**config.mk**
```make
export PLATFORM = sky130hd
export DESIGN_NAME = io_debounce
export DESIGN_NICKNAME = d
export VERILOG_FILES = /design/src/rtl/io_pkg.sv /design/src/rtl/button_filter.sv /design/src/rtl/io_debounce.sv
export SDC_FILE = /design/constraint.sdc
export NUM_CORES = 1
export LEC_CHECK = 0
export ABC_AREA = 1
export CORE_MARGIN = 2
export CORE_UTILIZATION = 53
export DETAILED_ROUTE_END_ITERATION = 10
export GPL_TIMING_DRIVEN = 0
export PLACE_DENSITY = 0.77
export SETUP_SLACK_MARGIN = 0.02
export SYNTH_ARGS = -nofsm -noshare
export SYNTH_HDL_FRONTEND = slang
export SYNTH_HIERARCHICAL = 1
export SYNTH_SLANG_ARGS = --single-unit
```
**constraint.sdc**
```tcl
create_clock -name clk -period 1.4 [get_ports clk]
set_input_delay 0.28 -clock clk [delete_from_list [all_inputs] [get_ports clk]]
set_output_delay 0.28 -clock clk [all_outputs]
set_load 0.01 [all_outputs]
```
**src/rtl/io_pkg.sv**
```systemverilog
// Shared definitions for the board I/O conditioning path and the memory block's MMIO decode.
package io_pkg;

  typedef enum logic [1:0] {LO, WAIT_HI, HI, WAIT_LO} db_state_t;

  localparam int NUM_BT   = 5;
  localparam int BT_MID   = 0;
  localparam int BT_UP    = 1;
  localparam int BT_DOWN  = 2;
  localparam int BT_LEFT  = 3;
  localparam int BT_RIGHT = 4;

  localparam logic [31:0] MMIO_BASE = 32'hffff_ff00;

endpackage

```
**src/rtl/button_filter.sv**
```systemverilog
// One push button: 2-flop synchroniser, debounce FSM with counter, press pulse and sticky flag.
module button_filter
  import io_pkg::*;
#(
  parameter int DEBOUNCE_CYCLES = 500000,
  parameter int CNT_WID         = $clog2(DEBOUNCE_CYCLES)
) (
  input  logic clk,
  input  logic rst_n,
  input  logic raw,
  input  logic clr,
  output logic level,
  output logic rise,
  output logic sticky
);

  localparam logic [CNT_WID-1:0] CNT_LAST = CNT_WID'(DEBOUNCE_CYCLES - 1);
  localparam logic [CNT_WID-1:0] CNT_ONE  = CNT_WID'(1);

  logic               sync_p0, sync_p1;
  db_state_t          state, state_nx;
  logic [CNT_WID-1:0] cnt, cnt_nx;
  logic               rise_nx;

  // stage p0/p1: metastability synchroniser
  always_ff @(posedge clk or negedge rst_n) begin
    if (!rst_n) begin
      sync_p0 <= 1'b0;
      sync_p1 <= 1'b0;
    end else begin
      sync_p0 <= raw;
      sync_p1 <= sync_p0;
    end
  end

  // stage p2: debounce state, level and pulse registers
  always_ff @(posedge clk or negedge rst_n) begin
    if (!rst_n) begin
      state  <= LO;
      cnt    <= '0;
      level  <= 1'b0;
      rise   <= 1'b0;
      sticky <= 1'b0;
    end else begin
      state  <= state_nx;
      cnt    <= cnt_nx;
      level  <= (state_nx == HI) || (state_nx == WAIT_LO);
      rise   <= rise_nx;
      // a press landing in the same cycle as a clear must not be lost
      sticky <= rise | (sticky & ~clr);
    end
  end

  always_comb begin
    state_nx = state;
    cnt_nx   = cnt;
    rise_nx  = 1'b0;
    case (state)
      LO: begin
        if (sync_p1) begin
          state_nx = WAIT_HI;
          cnt_nx   = CNT_ONE;
        end
      end
      WAIT_HI: begin
        if (!sync_p1) begin
          state_nx = LO;
          cnt_nx   = '0;
        end else if (cnt == CNT_LAST) begin
          state_nx = HI;
          cnt_nx   = '0;
          rise_nx  = 1'b1;
        end else begin
          cnt_nx = cnt + CNT_ONE;
        end
      end
      HI: begin
        if (!sync_p1) begin
          state_nx = WAIT_LO;
          cnt_nx   = CNT_ONE;
        end
      end
      WAIT_LO: begin
        if (sync_p1) begin
          state_nx = HI;
          cnt_nx   = '0;
        end else if (cnt == CNT_LAST) begin
          state_nx = LO;
          cnt_nx   = '0;
        end else begin
          cnt_nx = cnt + CNT_ONE;
        end
      end
      default: begin
        state_nx = LO;
        cnt_nx   = '0;
      end
    endcase
  end

endmodule

```
**src/rtl/io_debounce.sv**
```systemverilog
// Board input conditioning: synchronised switch bytes plus five independently debounced buttons.
module io_debounce
  import io_pkg::*;
#(
  parameter int DEBOUNCE_CYCLES = 500000,
  parameter int CNT_WID         = $clog2(DEBOUNCE_CYCLES)
) (
  input  logic              clk,
  input  logic              rst_n,
  input  logic [7:0]        sw1_raw,
  input  logic [7:0]        sw2_raw,
  input  logic [7:0]        sw3_raw,
  input  logic [NUM_BT-1:0] bt_raw,
  input  logic [NUM_BT-1:0] bt_clr,
  output logic [7:0]        switches1,
  output logic [7:0]        switches2,
  output logic [7:0]        switches3,
  output logic [NUM_BT-1:0] bt_level,
  output logic [NUM_BT-1:0] bt_rise,
  output logic [NUM_BT-1:0] bt_sticky
);

  logic [23:0] sw_p0, sw_p1;

  // stage p0/p1: switches are level inputs, synchronised only
  always_ff @(posedge clk or negedge rst_n) begin
    if (!rst_n) begin
      sw_p0 <= '0;
      sw_p1 <= '0;
    end else begin
      sw_p0 <= {sw3_raw, sw2_raw, sw1_raw};
      sw_p1 <= sw_p0;
    end
  end

  assign switches1 = sw_p1[7:0];
  assign switches2 = sw_p1[15:8];
  assign switches3 = sw_p1[23:16];

  for (genvar i = 0; i < NUM_BT; i++) begin : g_bt
    button_filter #(
      .DEBOUNCE_CYCLES(DEBOUNCE_CYCLES),
      .CNT_WID        (CNT_WID)
    ) u_filter (
      .clk   (clk),
      .rst_n (rst_n),
      .raw   (bt_raw[i]),
      .clr   (bt_clr[i]),
      .level (bt_level[i]),
      .rise  (bt_rise[i]),
      .sticky(bt_sticky[i])
    );
  end

endmodule
```
== Yosys cells after proc, flatten, opt, wreduce, memory -nomap -nowiden ==
Index checks and enable logic that the tools add are counted.

* Flip-flop bits (word level): 178
* Word-level logic and storage cells: 192
* Input port bits: 36

* Mux-type cells: 80
* Equality and inequality tests: 40
* Add/sub/neg operators: 5
* Bitwise gates (word level): 15
* Reduce and logical (&&, ||, !) cells: 15

{| class="wikitable"
|+ Operator list
! kind !! number
|-
| $mux W19 || 25
|-
| $pmux W19 S4 || 5
|-
| $add A19 B1 Y19 const B || 5
|-
| $eq A19 B19 Y1 const B || 5
|-
| $mux W2 || 30
|-
| $eq A2 B2 Y1 const B || 20
|-
| $pmux W2 S4 || 5
|-
| $mux W1 || 15
|-
| $eq A2 B1 Y1 const B || 5
|-
| $logic_not A2 Y1 || 5
|-
| $ne A2 B1 Y1 const B || 5
|-
| $ne A2 B2 Y1 const B || 5
|-
| $reduce_and A2 Y1 || 5
|-
| $and A1 B1 Y1 || 5
|-
| $logic_or A1 B1 Y1 || 5
|-
| $not A1 Y1 || 5
|-
| $or A1 B1 Y1 || 5
|}

== Logic depth before layout (Yosys ltp) ==
Gate-level depths: netlist of the first run.

* Depth after elaboration: 6
* Gate-level depth with buffers: 9

== Cells and area by module ==
Netlist of the first run, hierarchy kept.

{| class="wikitable"
|+ Modules (own cells, without submodules)
! module !! cells each !! area each (µm²) !! instances !! seq. area each (µm²)
|-
| button_filter at g_bt[0].u_filter ... || 186 || 1546.5 || 4 || 650.6
|-
| button_filter at g_bt[4].u_filter || 200 || 1565.3 || 1 || 650.6
|-
| io_debounce || 48 || 1201.2 || 1 || 1201.2
|}

== Least setup slack after synthesis of the first run ==
No wires, ideal clock.

* Path type: reg2reg
* Start point: register g_bt[0].u_filter.cnt[0]
* End point: register g_bt[0].u_filter.cnt[4]
* Stages on the path, launching flop included: 8
* Arrival: 1.256 ns
* Path slack: 0.013 ns
* Period minus slack after synthesis: 1.387 ns
* Required time: 1.269 ns
* Buffers on the path: 1
* Path through: dfrtp_1 > ha_1 > nand3_1 > nor2_1 > nand3_4 > nand2_4 > buf_12 > o22ai_2

* Longest elaborated chain between the ends: 4

{| class="wikitable"
|+ RTL lines
! what !! line !! source
|-
| start, declared || button_filter.sv:22 || <nowiki>logic [CNT_WID-1:0] cnt, cnt_nx;</nowiki>
|-
| start signal, assigned || button_filter.sv:46 || <nowiki>cnt <= cnt_nx;</nowiki>
|-
| $add A19 B1 Y19 or $eq A19 B19 Y1 (tied branches) || -- ||
|-
| $mux W19 * || button_filter.sv:69, button_filter.sv:87 ||
|-
| $mux W19, on equally long branches || button_filter.sv:84, button_filter.sv:66 ||
|-
| $pmux W19 S4 * || button_filter.sv:58 || <nowiki>case (state)</nowiki>
|}

Mark *: on every way between the ends. The rest lies on a longest branch, timed or not.
A chain may end at the register's enable or synchronous reset.

== Final worst setup path of the first run ==
* Start point: register g_bt[1].u_filter.cnt[0]
* End point: register g_bt[1].u_filter.cnt[3]

* Longest elaborated chain between the ends: 4

{| class="wikitable"
|+ RTL lines
! what !! line
|-
| start, declared || button_filter.sv:22
|-
| start signal, assigned || button_filter.sv:46
|-
| $add A19 B1 Y19 or $eq A19 B19 Y1 (tied branches) || --
|-
| $mux W19 * || button_filter.sv:69, button_filter.sv:87
|-
| $mux W19, on equally long branches || button_filter.sv:84, button_filter.sv:66
|-
| $pmux W19 S4 * || button_filter.sv:58
|}

Marks and branches as above.

==> results.toml, run 1 <==
[place]
dp_slack_ps = -137
hpwl_mm = 12.1
portBuffers = 74
place_congestion = 0.889
dp.cells = 1287

[global_routing]
grt_usage_pct = 24.2
grt_pass1_vias = 7385
antenna_found_initial = 0
grt_pass1_wl_mm = 35.1
grtUsageMet2_pct = 42.2
gr-max-usage-layer = "met2"
use_met1_pct = 30.2
grt_start_max_net_pins = 108
grt_overflow = 0
grt_use_met3_pct = 4.76

[critical_path]
critPathKind = "register to register"
path_cells = "ha_4 -> nand3_4 -> nor2_4 -> nand3_4 -> nand2_4 -> buf_12 -> buf_12 -> o22ai_2"
end_kind = "register"
reg2reg_depth = 8
crit_fanout = 5
reg2reg_to = "g_bt[1].u_filter/cnt[3]"
rr_startpoint = "g_bt[1].u_filter/cnt[0]"
crit_path_max_incr_delay_ps = 420
cp_slowest_cell = "dfrtp_1"
cp_data_arrival_time_ps = 1830
worstSetupStartpointType = "register"
rrSetupSlack_ps = -130
required_ps = 1700

[route]
wl_per_cell_um = 16.4
wirelength_mm = 23.2
drtIter0Drc = 563
drcViolationCount = 0
via_per_inst = 5.41
vias = 7650
ant_nets = 0
firstDrtPassIters = 5

[synth]
synthTopCellsByArea = "dfrtp_1, nand2_1, nand3_1"
yosys_register_bits = 178
yosysSeqAreaShare_pct = 49.8
yosys-top-cells-count = "nand2_1, dfrtp_1, nor2_1, inv_1, nand3_1"
synth_warnings = 6
synth.most_common_cell = "nand2_1"
synth_area_per_cell_sq_um = 9.02
async_flop_share_pct = 100
syn_inst = 992
synth_area_sq_um = 8950
synth_edf_count = 0
yosysTopAreaCell = "dfrtp_1"
synth_fp_nets = 1033
synth_top_cell_area_share_pct = 49.8
synth.distinct_cells = 33
synth_flop_cell = "dfrtp_1"

[sta]
final.setup.worst_slack_ps = -128
period_needed_ps = 1530
slew_headroom_pct = 62.0
drv_slew = 0
hold_violations = 71
finClkSkew_ps = 7.38
fmax_mhz = 654
hold_slack_ps = -194
finalSetupViolCount = 76
fin_crit_sh_pct = 109
rsz0062_at_grt = "yes"
worstMarginPinSlew_ps = 571

[status]
violations = "hold timing, setup timing"
status = "finished with violations"

[worst_hold_path]
hold_class = "primary input to asynchronous set/reset pin"

[power]
ir_worst_vdd_uv = 930
power_density_nw_per_um2 = 886
p_leak_nw = 5.08

[clock_network]
htree_levels = 4
max-clock-path-buffers = 2
cts-root-buf = "clkbuf_16"
numClockSinks = 178
cts_buffers = 17
cts_tree = "done"
worst_skew_pair.late_latency_ps = 420
path_clk_slew_ps = 70

[cells_and_area]
diodes = 0
drive_gt1_share_pct = 39.0
stdcell_count = 1413
area_growth_syn_to_layout_pct = 37.2
final_net_count = 1221

[floorplanning]
die_area_sq_um = 17900
io_pins = 75
num_rows = 47
start_util_pct = 54.2
die_x_um = 134
die_y_um = 134
design.core.area_sq_um = 16500

[job]
drv_cap = 0
## layer usage
metal,up-vias,routed length [um]
li1,3570,-
met1,3730,8960
met2,281,12300
met3,69,1260
met4,0,658
met5,-,0
## cell usage in the layout (no fill, tap or decap), drive strengths merged, types with 25 or more instances in the layout
cell type,count
nand2,253
clkdlybuf4s50,34
xor2,36
clkdlybuf4s15,25
o21ai,60
inv,108
dfrtp,178
nand3,85
nor2,138
buf,119
## area by class of cell
type	instances	area, sq um
Buffer	19	189
Clock buffer	22	474
Clock inverter	10	76.3
Fill cell	1039	4240
Inverter	106	430
Multi-Input combinational cell	685	4660
Sequential cell	178	4500
Tap cell	220	275
Timing Repair Buffer	173	1680
## stage by stage
| step | hold slack, ps | util, % | TNS [ps] | total power, W | instance area, sq um |
|---|---|---|---|---|---|
| 6_report | -194 | 74.3 | -4200 | 0.0109 | 12300 |
| 5_1_grt | -161 | 74.3 | -9960 | 0.0113 | 12300 |
| 4_1_cts | -171 | 70.6 | -1250 | 0.0108 | 11700 |
| 3_5_place_dp | 291 | 60.6 | -9260 | 0.00615 | 10000 |
| 3_3_place_gp | 332 | 60.4 | -1286380 | 0.00612 | 9980 |
| 2_1_floorplan | -15.6 | - | 0 | 0.00578 | 8960 |
## sequential cells by signal, summed over array words and instances, names as in the netlist
signal	cells
g_bt.u_filter/level	5
g_bt.u_filter/sync_p0	5
g_bt.u_filter/cnt	95
g_bt.u_filter/sync_p1	5
sw_p0	24
g_bt.u_filter/sticky	5
g_bt.u_filter/rise	5
sw_p1	24
g_bt.u_filter/state	10
## worst max-delay path, delay by kind of cell, from the launching register on
family                     cells  cell delay, ps
DFF                            1             420
buffers and inverters          2             250
adders and majority gates      1             210
and+or+nand+nor                4             470
AOI/OAI and AO/OA              1              60
## power by group
part | switching (W) | internal, W | total (W)
combinational | 0.000527 | 0.000498 | 0.00103
sequential | 0.000115 | 0.00529 | 0.00540
clock | 0.00203 | 0.00243 | 0.00446
total | 0.00267 | 0.00821 | 0.0109
## cells by family (layout without fill, tap and decap cells)
group           Yosys count  count (layout)  synth area share [%]
simple gates            523             523                  28.9
flops                   178             178                  49.8
buf+inv                 129             330                  6.50
compound gates          108             108                  9.34
xor+xnor                 49              49                  4.79
fa+ha+maj                 5               5                 0.699
## worst max-delay path by stage
stage / from / to
2_1_floorplan: g_bt[0].u_filter/cnt[0] / g_bt[0].u_filter/cnt[4]
3_3_place_gp: rst_n / g_bt[2].u_filter/cnt[13]
3_5_place_dp: g_bt[2].u_filter/cnt[0] / g_bt[2].u_filter/cnt[16]
4_1_cts: g_bt[4].u_filter/cnt[0] / g_bt[4].u_filter/state[1]
5_1_grt: g_bt[1].u_filter/cnt[0] / g_bt[1].u_filter/cnt[3]
6_report: g_bt[1].u_filter/cnt[0] / g_bt[1].u_filter/cnt[3]
## repair_timing
| action | 4_1_cts | 5_1_grt |
|---|---|---|
| hold endpoints to repair | 71 | 71 |
| setup buffers | 71 | 25 |
| cloned | 5 | 0 |
| resized for setup | 173 | 151 |
| endpoints found under the setup margin | 153 | 130 |
| pin swaps | 64 | 70 |
(Power assumes the default switching activity.)
==> run 2, diff against run 1 <==
--- a/config.mk
+++ b/config.mk
@@ -11,7 +11,9 @@
 export DETAILED_ROUTE_END_ITERATION = 10
 export GPL_TIMING_DRIVEN = 0
 export PLACE_DENSITY = 0.77
+export REMOVE_ABC_BUFFERS = 1
 export SETUP_SLACK_MARGIN = 0.02
+export SLEW_MARGIN = 15
 export SYNTH_ARGS = -nofsm -noshare
 export SYNTH_HDL_FRONTEND = slang
 export SYNTH_HIERARCHICAL = 1
==> results.toml, run 2 (synthesis results as in run 1) <==
[sta]
finClkSkew_ps = 9.12
drv_slew = 0
fin_crit_sh_pct = 106
fmax_mhz = 671
hold_slack_ps = 268
final.setup.worst_slack_ps = -89.7
tns_ps = -2020
worstMarginPinSlew_ps = 552
finalSetupViolCount = 75
hold_violations = 0
rsz0062_at_grt = "yes"
period_needed_ps = 1490
slew_headroom_pct = 63.2

[global_routing]
grt_overflow = 0
gr-max-usage-layer = "met2"
grtUsageMet2_pct = 37.4
antenna_found_initial = 0
grt_use_met3_pct = 5.06
grt_usage_pct = 22.9
grt_pass1_wl_mm = 33.1
grt_pass1_vias = 7086
use_met1_pct = 30.7
grt_start_max_net_pins = 108

[route]
firstDrtPassIters = 5
ant_nets = 0
via_per_inst = 5.40
vias = 7424
drcViolationCount = 0
drtIter0Drc = 519
wirelength_mm = 21.4
wl_per_cell_um = 15.6

[critical_path]
crit_fanout = 8
cp.buffers_inverters = 1
path_cells = "ha_2 -> nand2_2 -> nor2_4 -> buf_12 -> nand3b_1 -> xor2_1 -> o21ai_2"
critPathKind = "register to register"
cp_data_arrival_time_ps = 1820
rr_startpoint = "g_bt[4].u_filter/cnt[0]"
startpoint = "g_bt[4].u_filter/cnt[0]"
end_kind = "register"
crit_family = "flip-flops"
crit_path_max_incr_delay_ps = 360
worstSetupStartpointType = "register"
required_ps = 1730
cp_slowest_cell = "dfrtp_1"

[floorplanning]
die_area_sq_um = 17900
die_x_um = 134
design.core.area_sq_um = 16500
die_y_um = 134
start_util_pct = 54.2
io_pins = 75
num_rows = 47

[clock_network]
max-clock-path-buffers = 2
htree_levels = 4
path_clk_slew_ps = 70
cts-root-buf = "clkbuf_16"
worst_skew_pair.late_latency_ps = 440
numClockSinks = 178
cts_buffers = 17
cts_tree = "done"

[power]
power_density_nw_per_um2 = 962
power_frac_comb_pct = 8.3
p_leak_nw = 4.88
switchingPower_w = 0.00277
power.share.clock_pct = 45.0
seqPwrFrac_pct = 46.6
ir_worst_vdd_uv = 934
intPower_w = 0.00879
switching_share_pct = 24.0

[cells_and_area]
stdcell_count = 1376
final_net_count = 1184
mostFrequentLayoutCells = "nand2_1, dfrtp_1, nor2_1"
num-fill-cells = 1024
drive_gt1_share_pct = 35.1
largest_register = "g_bt.u_filter/cnt"
diodes = 0
area_growth_syn_to_layout_pct = 34.1
largest_register_ff_count = 95
final_util_pct = 72.7
mostFrequentLayoutCell = "nand2_1"
reg_top3 = "g_bt.u_filter/cnt x95, sw_p0 x24, sw_p1 x24"

[place]
portBuffers = 74
dp_slack_ps = -655
place_congestion = 0.844
hpwl_mm = 11.9
dp.cells = 1264

[worst_hold_path]
worstHoldStart = "bt_raw[2]"
hold_class = "primary input to register"

[status]
status = "finished with violations"
violations = "setup timing"

[job]
drv_cap = 0
==> run 2: per-stage QoR <==
step                area [sq um]  power (W)
floorplan                   8770    0.00574
global placement            9780    0.00608
detailed placement          9820    0.00611
CTS                        11300     0.0115
global route               12000     0.0120
finish                     12000     0.0116
==> run 2: repair_timing <==
action	CTS	global route
setup endpoints to repair	154	233
buffers inserted	50	27
hold endpoints to repair	71	0
gates cloned	1	1
pin swaps	41	57
gates resized for setup	154	140
hold buffers	1	0
==> run 2: cell type report <==
cell class | instances | area [sq um] | share of cell area (%)
Multi-Input combinational cell | 686 | 4690 | 39.0
Sequential cell | 178 | 4490 | 37.4
Timing Repair Buffer | 154 | 1490 | 12.4
Clock buffer | 18 | 429 | 3.57
Inverter | 106 | 424 | 3.53
Tap cell | 220 | 275 | 2.29
Clock inverter | 14 | 213 | 1.77
==> run 2: power groups by stage <==
stage	sequential, W	combinational [W]	clock (W)
floorplan	0.00547	0.000272	0
global placement	0.00547	0.000618	0
detailed placement	0.00547	0.000642	0
CTS	0.00538	0.000853	0.00528
global route	0.00540	0.00104	0.00554
finish	0.00539	0.000964	0.00520
==> run 2: path summary, 6_finish.rpt <==
check	end	slack, ps	cells past startpoint
max in group asynchronous	g_bt[3].u_filter/cnt[12]	260	3
worst max-delay path	g_bt[4].u_filter/cnt[10]	-90	7
worst max register to register	g_bt[4].u_filter/cnt[10]	-90	7
worst min register to register	sw_p1[16]	350	0
worst min-delay path	g_bt[2].u_filter/sync_p0	270	1
min in group asynchronous	sw_p1[21]	390	2
==> run 2: routing by layer <==
metal / vias to the layer above / share of wire [%]
met5: - / 0
met4: 0 / 1.7
met3: 36 / 5.4
met2: 232 / 50
met1: 3647 / 43
li1: 3509 / -
